File: src/rtl/reg_block_pkg.sv
// Shared constants for the parameterised register block.
package reg_block_pkg;

    // Value returned when the held pointer range field is non-zero.
    localparam logic [31:0] ILLEGAL_RD_VAL = 32'hDEAD_BEEF;

    // Width of the rejected-access counter.
    localparam int unsigned ERR_CNT_W = 16;

    // Registers 1 and 7 are read-only in the default 16-register build.
    localparam logic [15:0] DEFAULT_RO_MASK = 16'h0082;

endpackage : reg_block_pkg

File: src/rtl/reg_addr_ptr.sv
// Register pointer: loads from a register-number word, flags a non-zero
// range field as illegal, and auto-increments on accesses in inc mode.
module reg_addr_ptr #(
    parameter int unsigned ADDR_W = 4,
    parameter int unsigned DATA_W = 32
) (
    input  logic              clk,
    input  logic              reset,
    input  logic [DATA_W-1:0] rx_data_i,
    input  logic              load_i,
    input  logic              access_i,
    output logic [ADDR_W-1:0] ptr_o,
    output logic              inc_mode_o,
    output logic              illegal_o
);

    localparam int unsigned RANGE_W = DATA_W - 1 - ADDR_W;

    logic [ADDR_W-1:0]  ptr_q,   ptr_d;
    logic               inc_q,   inc_d;
    logic [RANGE_W-1:0] range_q, range_d;

    // Load takes priority; otherwise advance on any non-illegal access in inc mode.
    always_comb begin
        ptr_d   = ptr_q;
        inc_d   = inc_q;
        range_d = range_q;
        if (load_i) begin
            ptr_d   = rx_data_i[ADDR_W-1:0];
            inc_d   = rx_data_i[DATA_W-1];
            range_d = rx_data_i[DATA_W-2:ADDR_W];
        end else if (access_i && inc_q && (range_q == '0)) begin
            // Power-of-two register count, so natural overflow wraps to 0.
            ptr_d = ptr_q + ADDR_W'(1);
        end
    end

    // Pointer state register.
    always_ff @(posedge clk or posedge reset) begin
        if (reset) begin
            ptr_q   <= '0;
            inc_q   <= 1'b0;
            range_q <= '0;
        end else begin
            ptr_q   <= ptr_d;
            inc_q   <= inc_d;
            range_q <= range_d;
        end
    end

    assign ptr_o      = ptr_q;
    assign inc_mode_o = inc_q;
    assign illegal_o  = (range_q != '0);

endmodule : reg_addr_ptr

File: src/rtl/param_register_block.sv
// Parameterised register file with pointer-based access, read-only slots,
// registered read data and rejected-access error tracking.
module param_register_block
    import reg_block_pkg::*;
#(
    parameter int unsigned               ADDR_W  = 4,
    parameter int unsigned               DATA_W  = 32,
    parameter logic [(2**ADDR_W)-1:0]    RO_MASK = DEFAULT_RO_MASK
) (
    input  logic                            clk,
    input  logic                            reset,
    input  logic [DATA_W-1:0]               rx_data,
    input  logic                            reg_num_le,
    input  logic                            wr_en,
    input  logic                            rd_en,
    output logic [DATA_W-1:0]               tx_data,
    output logic                            tx_valid,
    output logic                            illegal_reg_num,
    output logic [(2**ADDR_W)*DATA_W-1:0]   regs_out,
    input  logic [(2**ADDR_W)*DATA_W-1:0]   ro_data,
    output logic [(2**ADDR_W)-1:0]          wr_strobe,
    input  logic                            err_clr,
    output logic                            err_sticky,
    output logic [ERR_CNT_W-1:0]            err_count
);

    localparam int unsigned NUM_REGS = 2**ADDR_W;

    logic [ADDR_W-1:0] ptr;
    logic              inc_mode;
    logic              illegal;

    logic              access;
    logic              ptr_ro;
    logic              wr_go;
    logic              rd_go;
    logic              wr_ok;
    logic              reject;
    logic [DATA_W-1:0] rd_val;

    logic [DATA_W-1:0]    regs_q [NUM_REGS];
    logic [DATA_W-1:0]    regs_d [NUM_REGS];
    logic [DATA_W-1:0]    tx_data_q,  tx_data_d;
    logic                 tx_valid_q, tx_valid_d;
    logic                 sticky_q,   sticky_d;
    logic [ERR_CNT_W-1:0] cnt_q,      cnt_d;

    assign access = rd_en | wr_en;

    // Pointer, range check and auto-increment.
    reg_addr_ptr #(
        .ADDR_W (ADDR_W),
        .DATA_W (DATA_W)
    ) u_ptr (
        .clk        (clk),
        .reset      (reset),
        .rx_data_i  (rx_data),
        .load_i     (reg_num_le),
        .access_i   (access),
        .ptr_o      (ptr),
        .inc_mode_o (inc_mode),
        .illegal_o  (illegal)
    );

    // Access qualification; a coincident pointer load drops the access.
    always_comb begin
        ptr_ro = RO_MASK[ptr];
        wr_go  = wr_en & ~reg_num_le;
        rd_go  = rd_en & ~reg_num_le;
        wr_ok  = wr_go & ~illegal & ~ptr_ro;
        reject = (reg_num_le & access)
               | (wr_go & (illegal | ptr_ro))
               | (rd_go & illegal);
    end

    // Read mux: illegal marker, read-only source, or stored value.
    always_comb begin
        rd_val = regs_q[ptr];
        if (illegal) begin
            rd_val = DATA_W'(ILLEGAL_RD_VAL);
        end else if (ptr_ro) begin
            rd_val = ro_data[ptr*DATA_W +: DATA_W];
        end
    end

    // Register array next state; read-only slots are never written.
    always_comb begin
        regs_d = regs_q;
        if (wr_ok) begin
            regs_d[ptr] = rx_data;
        end
    end

    // Read data capture; tx_data holds between reads.
    always_comb begin
        tx_data_d  = tx_data_q;
        tx_valid_d = rd_go;
        if (rd_go) begin
            tx_data_d = rd_val;
        end
    end

    // Error tracking: one count per cycle that carries a rejection, saturating.
    always_comb begin
        sticky_d = sticky_q;
        cnt_d    = cnt_q;
        if (err_clr) begin
            sticky_d = reject;
            cnt_d    = reject ? ERR_CNT_W'(1) : '0;
        end else if (reject) begin
            sticky_d = 1'b1;
            if (cnt_q != '1) begin
                cnt_d = cnt_q + ERR_CNT_W'(1);
            end
        end
    end

    // Write pulse for the addressed register, suppressed during reset.
    always_comb begin
        wr_strobe = '0;
        if (wr_ok && !reset) begin
            wr_strobe[ptr] = 1'b1;
        end
    end

    // Register array state.
    always_ff @(posedge clk or posedge reset) begin
        if (reset) begin
            for (int unsigned i = 0; i < NUM_REGS; i++) begin
                regs_q[i] <= '0;
            end
        end else begin
            regs_q <= regs_d;
        end
    end

    // Read and error status state.
    always_ff @(posedge clk or posedge reset) begin
        if (reset) begin
            tx_data_q  <= '0;
            tx_valid_q <= 1'b0;
            sticky_q   <= 1'b0;
            cnt_q      <= '0;
        end else begin
            tx_data_q  <= tx_data_d;
            tx_valid_q <= tx_valid_d;
            sticky_q   <= sticky_d;
            cnt_q      <= cnt_d;
        end
    end

    // Flatten RW contents; read-only slots present zero.
    for (genvar g = 0; g < NUM_REGS; g++) begin : g_regs_out
        assign regs_out[g*DATA_W +: DATA_W] = RO_MASK[g] ? '0 : regs_q[g];
    end

    assign tx_data         = tx_data_q;
    assign tx_valid        = tx_valid_q;
    assign illegal_reg_num = illegal;
    assign err_sticky      = sticky_q;
    assign err_count       = cnt_q;

endmodule : param_register_block

File: config.mk
export PLATFORM = sky130hd
export DESIGN_NAME = param_register_block
export DESIGN_NICKNAME = d
export VERILOG_FILES = /design/src/rtl/reg_block_pkg.sv /design/src/rtl/reg_addr_ptr.sv /design/src/rtl/param_register_block.sv
export SDC_FILE = /design/constraint.sdc
export NUM_CORES = 1
export LEC_CHECK = 0
export CELL_PAD_IN_SITES_DETAIL_PLACEMENT = 0
export CELL_PAD_IN_SITES_GLOBAL_PLACEMENT = 1
export CORE_AREA = 2 2 437 439
export DETAILED_ROUTE_END_ITERATION = 12
export DIE_AREA = 0 0 439 441
export MAX_ROUTING_LAYER = met4
export PLACE_DENSITY = 0.53
export SLEW_MARGIN = 20
export SYNTH_ARGS = -nofsm -noshare
export SYNTH_HDL_FRONTEND = slang
export SYNTH_SLANG_ARGS = --single-unit
File: constraint.sdc
create_clock -name clk -period 33 [get_ports clk]
set_input_delay 6.6 -clock clk [delete_from_list [all_inputs] [get_ports clk]]
set_output_delay 6.6 -clock clk [all_outputs]
set_load 0.01 [all_outputs]
==> tab_implementation.tex, run 1 <==
\begin{tabular}{lr}
\hline
Metric & Value \\
\hline
\multicolumn{2}{l}{\textbf{Logic synthesis}} \\
Number of storage elements in the synthesis netlist & 594 \\
Post-Synthesis Cell Area & 32400 µm² \\
Number of warning messages in the yosys log & 0 \\
Number of enable flip-flop cells after synthesis & 0 \\
Cell count after synthesis & 2373 \\
Parity-gate share of the synthesized area counting xor and xnor cells & 0.0810\% \\
Area fraction of the dominant cell type after synthesis & 45.9\% \\
Post-synthesis adder-cell area fraction & 0.193\% \\
Share of async-settable or async-resettable flops after synthesis & 100\% \\
Multiplexer share of the synthesized area & 31.3\% \\
Post-synthesis simple-gate area fraction & 3.56\% \\
Syn avg cell area & 13.7 µm² \\
Main combinational cell family by area after synthesis & multiplexers \\
Cell type contributing the most total cell area after synthesis & sky130\_fd\_sc\_hd\_\_dfrtp\_1 \\
Share of the yosys chip area belonging to registers & a little under half \\
Flip-flop cell with the highest count after synthesis & sky130\_fd\_sc\_hd\_\_dfrtp\_1 \\
Most area-consuming cells after synthesis & sky130\_fd\_sc\_hd\_\_dfrtp\_1 (46\%), sky130\_fd\_sc\_hd\_\_mux4\_2 (13\%), sky130\_fd\_sc\_hd\_\_buf\_4 (12\%) \\
Compound-cell area share of the yosys netlist & approximately 3.2\% \\
Distinct cells, synth & 56 \\
Top cells by instance count after synthesis & sky130\_fd\_sc\_hd\_\_dfrtp\_1 (594), sky130\_fd\_sc\_hd\_\_buf\_4 (518), sky130\_fd\_sc\_hd\_\_mux2\_2 (333) \\
Most numerous cell in the Yosys netlist & sky130\_fd\_sc\_hd\_\_dfrtp\_1 \\
\multicolumn{2}{l}{\textbf{Clocking}} \\
Clock transition at the registers of the reported paths & 50 ps \\
CTS tree & done \\
Gates resized, CTS repair & 0 \\
Clk\_lat worst skew & 710 ps \\
Number of buffers added to fix hold violations after cts & 0 \\
Post-CTS Setup Bufs & 0 \\
Cell chosen for the clock root & sky130\_fd\_sc\_hd\_\_clkbuf\_16 \\
Total number of clock tree sinks & 594 \\
TritonCTS buffer count & 80 \\
H-Tree Depth & 3 \\
Clock tree buffer depth & 3 \\
\multicolumn{2}{l}{\textbf{Die}} \\
Total die area & 194000 µm² \\
Effective utilization at floorplan & 17.1\% \\
Number of core rows & 160 \\
Die outline height & 441 µm \\
Number of top-level pins & between 1000 and 1500 \\
Horiz. Die Dim & 439 µm \\
Placeable core area & 189000 µm² \\
\multicolumn{2}{l}{\textbf{Detailed routing}} \\
Router iterations before antenna repair & 5 \\
Number of vias per cell & 3.95 \\
Starting DRC count in detailed routing & 1188 \\
Number of vias in the routed layout & 20654 \\
Detailed Route WL & 154 mm \\
Antenna-violating nets left & 0 \\
DRC violations left & 0 \\
Routed wire per std cell & 29.5 µm \\
\multicolumn{2}{l}{\textbf{Placement}} \\
Final estimated routing congestion in global placement & 0.773 \\
Total half-perimeter wirelength after legalization and detailed placement & 113 mm \\
Number of input and output port buffers inserted & 806 \\
\multicolumn{2}{l}{\textbf{STA}} \\
Worst relative slew slack & 28.4\% \\
Clock skew after layout & 31.2 ps \\
Slew at the pin closest to its max-slew limit & 1070 ps \\
Number of hold violations in the final report & 0 \\
Fraction of the cycle the final worst path needs & 48.5\% \\
Final period demand of the worst path & 16000 ps \\
Final count of negative-setup-slack endpoints & 0 \\
Achievable clock frequency & 0.0625 GHz \\
Sum of negative setup slack & 0 ps \\
Max-slew violation total from the final report & 0 \\
RSZ-0062 raised after global routing & no \\
Worst hold slack & roughly 370 ps \\
\multicolumn{2}{l}{\textbf{Layout}} \\
Filler Cell Count & 20123 \\
Area growth, synth to finish & 29.5\% \\
Final-stage net count & 3191 \\
Multi-input gate area & 12700 µm² \\
Total area of sequential cells & 14900 µm² \\
Proportion of layout cells with a drive suffix above 1 & 30.9\% \\
\multicolumn{2}{l}{\textbf{Setup path}} \\
Kind of critical path & input pin to output pin \\
Endpoint class of the critical path & output pin \\
WP data arrival & 9400 ps \\
Peak fanout along the critical path & 8 \\
List of cells traversed by the critical path & clkdlybuf4s50\_1 > nor2b\_1 > nand2\_1 > nor4\_1 > clkdlybuf4s50\_1 \\
Req. time, crit path & 26400 ps \\
Kind of cell adding the most delay to the critical path & simple AND/OR/NAND/NOR gates \\
Worst-path cell with the longest stage delay & sky130\_fd\_sc\_hd\_\_nand2\_1 \\
Most frequent cell on the critical path & sky130\_fd\_sc\_hd\_\_clkdlybuf4s50\_1 \\
Critical Path Source Type & input pin \\
Maximum single-stage delay on the critical path & between 600 and 700 ps \\
Count of buffer and inverter cells on the critical path & 2 \\
\multicolumn{2}{l}{\textbf{Power and ir drop}} \\
IR drop worst, VDD & 35.3 µV \\
Leakage power summed over all cells & 17.5 nW \\
Power density over the cells & $\sim$43 nW/µm² \\
\multicolumn{2}{l}{\textbf{Global routing}} \\
Vias in the first global route & about 21000 \\
Global routing's busiest layer & met2 \\
Global-route met3 utilization & 4.02\% \\
Global-route wire length before repair & 202 mm \\
Global routing usage summed across all routing layers & 16.0\% \\
Antenna violations before repair & between 40 and 50 \\
Met2 usage in global routing & about a quarter \\
Maximum number of pins on one net before global-route repair & $\sim$130 \\
Met1 demand-to-capacity share in global routing & 19.2\% \\
Overflow after GRT & 0 \\
\multicolumn{2}{l}{\textbf{Flow run}} \\
Max-cap violations & 0 \\
\multicolumn{2}{l}{\textbf{Hold path}} \\
Classification of the worst-slack hold path & flip-flop to flip-flop \\
\multicolumn{2}{l}{\textbf{Run status}} \\
Status & completed \\
\hline
\end{tabular}
path summary, 6_finish.rpt:
| path | slack [ps] | endpoint | startpoint | cells after the start |
|---|---|---|---|---|
| setup / recovery | 17000 | wr_strobe[4] | wr_en | 5 |
| hold / removal | 370 | regs_q[283] | regs_q[283] | 0 |
| setup reg to reg | 28100 | regs_out[275] | u_ptr.range_q[1] | 6 |
| hold reg to reg | 370 | regs_q[283] | regs_q[283] | 0 |
| max in group asynchronous | 22890 | regs_q[453] | reset | 5 |
| min in group asynchronous | 6850 | regs_out[148] | reset | 2 |
sequential cells by signal, indices dropped and copies added, names as in the netlist:
| register | cells |
|---|---|
| err_count | 16 |
| err_sticky | 1 |
| regs_out | 448 |
| regs_q | 64 |
| tx_data | 32 |
| tx_valid | 1 |
| u_ptr.inc_mode_o | 1 |
| u_ptr.ptr_o | 4 |
| u_ptr.range_q | 27 |
placed cells by master (no fill, tap or decap), types with 8 or more instances in the layout:
master and count:
sky130_fd_sc_hd__clkbuf_8 18, sky130_fd_sc_hd__a21oi_1 18, sky130_fd_sc_hd__nor3_1 44, sky130_fd_sc_hd__mux2i_1 8, sky130_fd_sc_hd__clkdlybuf4s50_1 805, sky130_fd_sc_hd__clkbuf_16 83, sky130_fd_sc_hd__buf_4 48, sky130_fd_sc_hd__o22a_1 24
sky130_fd_sc_hd__nand4_1 10, sky130_fd_sc_hd__mux2_1 59, sky130_fd_sc_hd__conb_1 66, sky130_fd_sc_hd__dfrtp_1 590, sky130_fd_sc_hd__mux4_2 191, sky130_fd_sc_hd__clkbuf_1 14, sky130_fd_sc_hd__diode_2 15, sky130_fd_sc_hd__o22ai_1 75
sky130_fd_sc_hd__o21ai_0 18, sky130_fd_sc_hd__nor2_1 19, sky130_fd_sc_hd__nor4_1 9, sky130_fd_sc_hd__nor2_8 8, sky130_fd_sc_hd__mux2_2 333, sky130_fd_sc_hd__mux2_4 90, sky130_fd_sc_hd__nand2_1 28, sky130_fd_sc_hd__clkinv_2 11
sky130_fd_sc_hd__nand3_1 12
layout make-up:
cell class / instances / share of cell area, %
Inverter: 11 / 0.116
Timing Repair Buffer: 856 / 20.2
Multi-Input combinational cell: 1093 / 30.4
Sequential cell: 594 / 35.4
Clock inverter: 28 / 0.665
Clock buffer: 115 / 5.66
Antenna cell: 15 / 0.0894
Tap cell: 2511 / 7.49
cells by family after synthesis:
family                     Yosys count
buffers and inverters              751
DFF                                594
AOI/OAI and AO/OA                  156
other                                1
xor gates and xnor gates             3
and+or+nand+nor                    182
adders and majority gates            5
muxes                              681
stage by stage:
| step | util (%) | cell area (µm²) | instances | setup WS (ps) | power (W) |
|---|---|---|---|---|---|
| after floorplan | - | 32700 | 2438 | 9610 | 0.000850 |
| after global placement | 20.8 | 39300 | 5065 | 16990 | 0.000944 |
| after detailed placement | 20.8 | 39300 | 5065 | 16970 | 0.000944 |
| after CTS | 22.2 | 41900 | 5208 | 16980 | 0.00186 |
| after global routing | 22.2 | 42000 | 5218 | 16920 | 0.00189 |
| final | 22.2 | 42000 | 5223 | 17000 | 0.00182 |
power breakdown:
group          internal, W  switching (W)  leakage (nW)  total [W]
sequential        0.000733     0.00000780          8.09   0.000741
combinational    0.0000768       0.000108          8.16   0.000185
clock             0.000519       0.000371          1.30   0.000890
worst register-to-register path, stage by stage, from the launching register on:
cell and delay (ps):
sky130_fd_sc_hd__dfrtp_1 450, sky130_fd_sc_hd__nor4_2 620, sky130_fd_sc_hd__nand4_2 620, sky130_fd_sc_hd__or4_1 1190, sky130_fd_sc_hd__nor2_8 750, sky130_fd_sc_hd__buf_4 740
sky130_fd_sc_hd__mux2_4 410
routing by layer:
metal  vias to the layer above  wire length [µm]  share of wire, %
met2                       705             77700                50
met1                     11218             63300                41
met4                         0              3610               2.3
li1                       8579                 -                 -
met5                         -                 0                 0
met3                       152              9260               6.0
No activity file was read; power rests on OpenSTA's default activity.
==> run 2, diff against run 1 <==
- clock period: 33 -> 15.8 ns (I/O delays scaled with it)
==> run 2 against run 1 <==
Effect of this change: clock power increased by 110%; sequential share of layout area fell by 0.051 points; final cell count about the same; combinational power is 110% higher; critical endpoint is now wr_strobe[0]; highest routed layer unchanged.
==> tab_implementation.tex, run 2 (synthesis results as in run 1) <==
\begin{tabular}{lr}
\hline
Metric & Value \\
\hline
\multicolumn{2}{l}{\textbf{STA}} \\
Worst relative slew slack & 29.2\% (+0.78 points) \\
Slew at the pin closest to its max-slew limit & 1060 ps (-15.0 ps) \\
Sum of negative setup slack & 0 ps (unchanged) \\
Achievable clock frequency & 0.110 GHz \\
Max-slew violation total from the final report & 0 (unchanged) \\
Final period demand of the worst path & 9130 ps \\
Worst hold slack & 371 ps (+0.373 ps) \\
Clock skew after layout & 34.5 ps (+3.27 ps) \\
Fraction of the cycle the final worst path needs & just under 60\% \\
RSZ-0062 raised after global routing & no \\
Final count of negative-setup-slack endpoints & 0 (unchanged) \\
Number of hold violations in the final report & 0 (unchanged) \\
\multicolumn{2}{l}{\textbf{Setup path}} \\
Peak fanout along the critical path & 8 (unchanged) \\
Depth of the most critical reg-to-reg path & 6 (unchanged) \\
Worst-path cell with the longest stage delay & sky130\_fd\_sc\_hd\_\_clkdlybuf4s50\_1 \\
Critical Path Source Type & input pin \\
Worst-case register-to-register setup slack & 11010 ps (-17090 ps) \\
Endpoint class of the critical path & output pin \\
Maximum single-stage delay on the critical path & 690 ps (+40 ps) \\
Count of buffer and inverter cells on the critical path & 2 (unchanged) \\
List of cells traversed by the critical path & clkdlybuf4s50\_1 > nor2b\_1 > nand2\_1 > nor4\_1 > clkdlybuf4s50\_1 \\
Kind of critical path & input pin to output pin \\
Req. time, crit path & 12640 ps (-13760 ps) \\
Number of gates on the worst path with buffers counted & 5 (unchanged) \\
Most frequent cell on the critical path & sky130\_fd\_sc\_hd\_\_clkdlybuf4s50\_1 \\
Kind of cell adding the most delay to the critical path & simple AND/OR/NAND/NOR gates \\
R2r endpoint & regs\_out[481] \\
WP data arrival & 5970 ps (-3430 ps) \\
Worst reg2reg path startpoint & u\_ptr.range\_q[1] \\
\multicolumn{2}{l}{\textbf{Clocking}} \\
Post-CTS Setup Bufs & 0 (unchanged) \\
Total number of clock tree sinks & 594 (unchanged) \\
CTS tree & done \\
Number of buffers added to fix hold violations after cts & 0 (unchanged) \\
Clk\_lat worst skew & 700 ps (about the same) \\
TritonCTS buffer count & 80 (unchanged) \\
Clock transition at the registers of the reported paths & 60 ps (about the same) \\
Clock tree buffer depth & 3 (unchanged) \\
Gates resized, CTS repair & 0 (unchanged) \\
Cell chosen for the clock root & sky130\_fd\_sc\_hd\_\_clkbuf\_16 \\
H-Tree Depth & 3 (unchanged) \\
\multicolumn{2}{l}{\textbf{Hold path}} \\
Classification of the worst-slack hold path & flip-flop to flip-flop \\
Worst-case hold path end point & regs\_q[284] \\
Hold path startpoint & regs\_q[284] \\
Cell depth of the worst hold path & 0 (unchanged) \\
\multicolumn{2}{l}{\textbf{Global routing}} \\
Met1 demand-to-capacity share in global routing & 19.8\% (+0.56 points) \\
Global routing's busiest layer & met2 \\
Global routing usage summed across all routing layers & 16.3\% (+0.39 points) \\
Antenna violations before repair & 42 (-4.5\%) \\
Overflow after GRT & 0 (unchanged) \\
Maximum number of pins on one net before global-route repair & 150 (+14\%) \\
Vias in the first global route & 21440 (+0.85\%) \\
Global-route met3 utilization & 3.94\% (-0.080 points) \\
Global-route wire length before repair & 208 mm (+2.6\%) \\
Met2 usage in global routing & 27.4\% (+0.89 points) \\
\multicolumn{2}{l}{\textbf{Placement}} \\
Placed Cells incl. Taps & 5070 (+0.099\%) \\
Number of input and output port buffers inserted & 806 (unchanged) \\
Total half-perimeter wirelength after legalization and detailed placement & 115 mm (+2.0\%) \\
Final estimated routing congestion in global placement & 0.771 (-0.30\%) \\
\multicolumn{2}{l}{\textbf{Die}} \\
Number of top-level pins & 1129 (unchanged) \\
Die outline height & 441 µm (unchanged) \\
Horiz. Die Dim & 439 µm (unchanged) \\
Effective utilization at floorplan & 17.1\% (unchanged) \\
Number of core rows & 160 (unchanged) \\
Total die area & 194000 µm² (unchanged) \\
Placeable core area & 189000 µm² (unchanged) \\
\multicolumn{2}{l}{\textbf{Layout}} \\
Area growth, synth to finish & 29.7\% \\
Non-filler instance count after layout & 5222 (-0.019\%) \\
Most frequent cells in the layout & sky130\_fd\_sc\_hd\_\_clkdlybuf4s50\_1 (804), sky130\_fd\_sc\_hd\_\_dfrtp\_1 (590), sky130\_fd\_sc\_hd\_\_mux2\_2 (333), sky130\_fd\_sc\_hd\_\_mux4\_2 (191), sky130\_fd\_sc\_hd\_\_mux2\_4 (90) \\
Final-stage net count & 3196 (+0.16\%) \\
Largest register FFs & 448 (unchanged) \\
Proportion of layout cells with a drive suffix above 1 & 30.9\% (about the same) \\
Most common library cell in the layout ignoring fill and taps & sky130\_fd\_sc\_hd\_\_clkdlybuf4s50\_1 \\
\multicolumn{2}{l}{\textbf{Run status}} \\
Status & completed \\
\multicolumn{2}{l}{\textbf{Detailed routing}} \\
Number of vias per cell & 3.99 (+0.95\%) \\
Antenna-violating nets left & 0 (unchanged) \\
Starting DRC count in detailed routing & 1109 (-6.6\%) \\
Routed wire per std cell & 30.2 µm (+2.5\%) \\
Router iterations before antenna repair & 4 (-1) \\
DRC violations left & 0 (unchanged) \\
Number of vias in the routed layout & 20846 (+0.93\%) \\
Detailed Route WL & 158 mm (+2.5\%) \\
\multicolumn{2}{l}{\textbf{Power and ir drop}} \\
Leakage power summed over all cells & 17.6 nW (+0.16\%) \\
Power density over the cells & 91.4 nW/µm² (+110\%) \\
IR drop worst, VDD & 70.9 µV (+100\%) \\
\multicolumn{2}{l}{\textbf{Flow run}} \\
Max-cap violations & 0 (unchanged) \\
\hline
\end{tabular}
==> run 2: worst max-delay path by stage <==
stage	startpoint	to	slack, ps
6_report	wr_en	wr_strobe[0]	6670
5_1_grt	wr_en	wr_strobe[0]	6560
4_1_cts	wr_en	wr_strobe[0]	6630
3_5_place_dp	wr_en	wr_strobe[0]	6640
3_3_place_gp	wr_en	wr_strobe[0]	6630
2_1_floorplan	reset	err_count[0]	4310
==> run 2: worst register-to-register path, cell delays in order (launching register included) <==
cell                      delay (ps)
sky130_fd_sc_hd__dfrtp_1         450
sky130_fd_sc_hd__nor4_2          730
sky130_fd_sc_hd__nand4_2         610
sky130_fd_sc_hd__or4_1          1130
sky130_fd_sc_hd__nor2_8          720
sky130_fd_sc_hd__buf_4           600
sky130_fd_sc_hd__mux2_2          450
==> run 2: where the power goes <==
group	internal, W	total, W	switching (W)
registers	0.00153	0.00155	0.0000138
logic	0.000160	0.000389	0.000229
clock network	0.00114	0.00190	0.000767
total	0.00283	0.00384	0.00101
==> run 2: cell type report <==
class | count | area (µm²)
diodes | 15 | 37.5
clock buffers | 114 | 2360
clock inverters | 23 | 333
fillers | 20104 | 147000
inverters | 11 | 45.0
multi-input cells | 1093 | 12700
flip-flops and latches | 594 | 14900
well taps | 2511 | 3140
repair buffers | 861 | 8490
==> run 2: layer usage <==
layer | wire length [µm] | part of all wire (%) | vias up
met5 | 0 | 0 | -
met4 | 3510 | 2.2 | 0
met3 | 8490 | 5.4 | 165
met2 | 79800 | 51 | 713
met1 | 65900 | 42 | 11379
li1 | - | - | 8589
==> run 2: metrics by stage <==
step           cell area [µm²]  power, W  util (%)  setup slack [ps]
2_1_floorplan            32700   0.00178         -              4310
3_3_place_gp             39300   0.00198      20.8              6630
3_5_place_dp             39300   0.00198      20.8              6640
4_1_cts                  42000   0.00393      22.2              6630
5_1_grt                  42000   0.00400      22.2              6560
6_report                 42000   0.00384      22.2              6670
==> run 3, diff against run 2 <==
- clock period: 15.8 -> 9.42 ns (I/O delays scaled with it)
==> run 3 against run 2 <==
Effect of this change: routed wire length grew 0.13%; largest power group unchanged; hold slack is essentially flat; worst setup slack worse by 3800 ps; clock-buffer cell count fell by 3; critical path depth stayed put; cell area rose by 0.31%; die area unchanged; non-clock buffer count down 2.
==> tab_implementation.tex, run 3 (synthesis results as in run 1) <==
\begin{tabular}{lr}
\hline
Metric & Value \\
\hline
\multicolumn{2}{l}{\textbf{Layout}} \\
Proportion of layout cells with a drive suffix above 1 & 31.0\% (+0.10 points) \\
Largest register FFs & 448 (unchanged) \\
Non-filler instance count after layout & 5244 (+0.42\%) \\
Most common library cell in the layout ignoring fill and taps & sky130\_fd\_sc\_hd\_\_clkdlybuf4s50\_1 \\
Area growth, synth to finish & 30.1\% \\
Final-stage net count & 3194 (-0.063\%) \\
Most frequent cells in the layout & sky130\_fd\_sc\_hd\_\_clkdlybuf4s50\_1 (805), sky130\_fd\_sc\_hd\_\_dfrtp\_1 (591), sky130\_fd\_sc\_hd\_\_mux2\_2 (333), sky130\_fd\_sc\_hd\_\_mux4\_2 (191), sky130\_fd\_sc\_hd\_\_mux2\_4 (90) \\
\multicolumn{2}{l}{\textbf{Clocking}} \\
Gates resized, CTS repair & 0 (unchanged) \\
Total number of clock tree sinks & 594 (unchanged) \\
Clock tree buffer depth & 3 (unchanged) \\
CTS tree & done \\
Clk\_lat worst skew & 700 ps (about the same) \\
Post-CTS Setup Bufs & 0 (unchanged) \\
TritonCTS buffer count & 80 (unchanged) \\
Cell chosen for the clock root & sky130\_fd\_sc\_hd\_\_clkbuf\_16 \\
H-Tree Depth & 3 (unchanged) \\
Number of buffers added to fix hold violations after cts & 0 (unchanged) \\
Clock transition at the registers of the reported paths & 50 ps (about the same) \\
\multicolumn{2}{l}{\textbf{STA}} \\
Sum of negative setup slack & 0 ps (unchanged) \\
Final period demand of the worst path & around 6600 ps \\
Final count of negative-setup-slack endpoints & 0 (unchanged) \\
Number of hold violations in the final report & 0 (unchanged) \\
Worst relative slew slack & 27.0\% (-2.2 points) \\
Max-slew violation total from the final report & 0 (unchanged) \\
Achievable clock frequency & 0.152 GHz \\
Slew at the pin closest to its max-slew limit & 1100 ps (+36.3 ps) \\
Worst hold slack & 371 ps (+0.187 ps) \\
Clock skew after layout & 24.6 ps (-9.87 ps) \\
Fraction of the cycle the final worst path needs & 69.8\% \\
RSZ-0062 raised after global routing & no \\
\multicolumn{2}{l}{\textbf{Power and ir drop}} \\
IR drop worst, VDD & 125 µV (+76\%) \\
Leakage power summed over all cells & 17.6 nW (+0.29\%) \\
Power density over the cells & 155 nW/µm² (+69\%) \\
Final Power & 0.00652 W (+70\%) \\
\multicolumn{2}{l}{\textbf{Flow run}} \\
Max-cap violations & 0 (unchanged) \\
\multicolumn{2}{l}{\textbf{Global routing}} \\
Overflow after GRT & 0 (unchanged) \\
Antenna violations before repair & 42 (unchanged) \\
Global routing usage summed across all routing layers & 16.4\% (+0.023 points) \\
Vias in the first global route & 21159 (-1.3\%) \\
Global-route wire length before repair & 207 mm (-0.56\%) \\
Maximum number of pins on one net before global-route repair & 140 (-6.7\%) \\
\multicolumn{2}{l}{\textbf{Detailed routing}} \\
Routed wire per std cell & 30.1 µm (-0.29\%) \\
Starting DRC count in detailed routing & 1047 (-5.6\%) \\
Antenna-violating nets left & 0 (unchanged) \\
Number of vias per cell & 3.95 (-1.1\%) \\
Number of vias in the routed layout & 20695 (-0.72\%) \\
Router iterations before antenna repair & 4 (unchanged) \\
DRC violations left & 0 (unchanged) \\
Detailed Route WL & 158 mm (+0.13\%) \\
\multicolumn{2}{l}{\textbf{Die}} \\
Die outline height & 441 µm (unchanged) \\
Number of core rows & 160 (unchanged) \\
Total die area & 194000 µm² (unchanged) \\
Effective utilization at floorplan & 17.1\% (unchanged) \\
Number of top-level pins & 1129 (unchanged) \\
Horiz. Die Dim & 439 µm (unchanged) \\
Placeable core area & 189000 µm² (unchanged) \\
\multicolumn{2}{l}{\textbf{Placement}} \\
Final estimated routing congestion in global placement & 0.756 (-2.0\%) \\
Total half-perimeter wirelength after legalization and detailed placement & 115 mm (+0.34\%) \\
Number of input and output port buffers inserted & 806 (unchanged) \\
Placed Cells incl. Taps & 5068 (-0.039\%) \\
\multicolumn{2}{l}{\textbf{Setup path}} \\
Critical Path Source Type & input pin \\
WP data arrival & 4690 ps (-1280 ps) \\
Kind of critical path & input pin to output pin \\
Req. time, crit path & 7540 ps (-5100 ps) \\
Peak fanout along the critical path & 8 (unchanged) \\
Endpoint class of the critical path & output pin \\
\multicolumn{2}{l}{\textbf{Hold path}} \\
Classification of the worst-slack hold path & flip-flop to flip-flop \\
\multicolumn{2}{l}{\textbf{Run status}} \\
Status & completed \\
\hline
\end{tabular}
run 3: cell type report:
cell class | count | area, µm²
clock inverter | 35 | 457
sequential | 594 | 14900
tap | 2511 | 3140
inverter | 11 | 45.0
fill | 20071 | 147000
multi-input combinational | 1093 | 12700
clock buffer | 111 | 2310
timing repair buffer | 859 | 8510
antenna | 30 | 75.1
run 3: final timing paths:
kind / startpoint / end / slack (ps) / cells after the start
max: wr_en / wr_strobe[4] / 2840 / 5
min: regs_q[268] / regs_q[268] / 370 / 0
max reg2reg: u_ptr.range_q[1] / regs_out[286] / 4760 / 7
min reg2reg: regs_q[268] / regs_q[268] / 370 / 0
max in group asynchronous: reset / regs_q[457] / 5170 / 4
min in group asynchronous: reset / tx_data[22] / 2230 / 2
run 3: report_power, final:
group	switching (W)	leakage [nW]	total, W	internal (W)
Sequential	0.0000293	8.09	0.00260	0.00257
Combinational	0.000381	8.17	0.000651	0.000270
Clock	0.00132	1.36	0.00327	0.00195
run 3: worst max-delay path, stage by stage:
cell	delay, ps
sky130_fd_sc_hd__clkdlybuf4s50_1	650
sky130_fd_sc_hd__nor2b_1	500
sky130_fd_sc_hd__nand2_1	610
sky130_fd_sc_hd__nor4_1	430
sky130_fd_sc_hd__clkdlybuf4s50_1	590
run 3: routing by layer:
layer / vias up / GRT usage [%] / routed length (µm)
met2: 683 / 26.7 / 78700
met5: - / - / 0
met1: 11228 / 19.6 / 64200
li1: 8625 / - / -
met4: 0 / 4.12 / 3470
met3: 159 / 4.96 / 11500
run 3: metrics by stage:
step | util, % | area [µm²] | worst slack [ps]
6_report | 22.3 | 42200 | 2840
5_1_grt | 22.3 | 42100 | 2690
4_1_cts | 22.2 | 42100 | 2790
3_5_place_dp | 20.8 | 39300 | 2820
3_3_place_gp | 20.8 | 39300 | 2810
2_1_floorplan | - | 32700 | -730
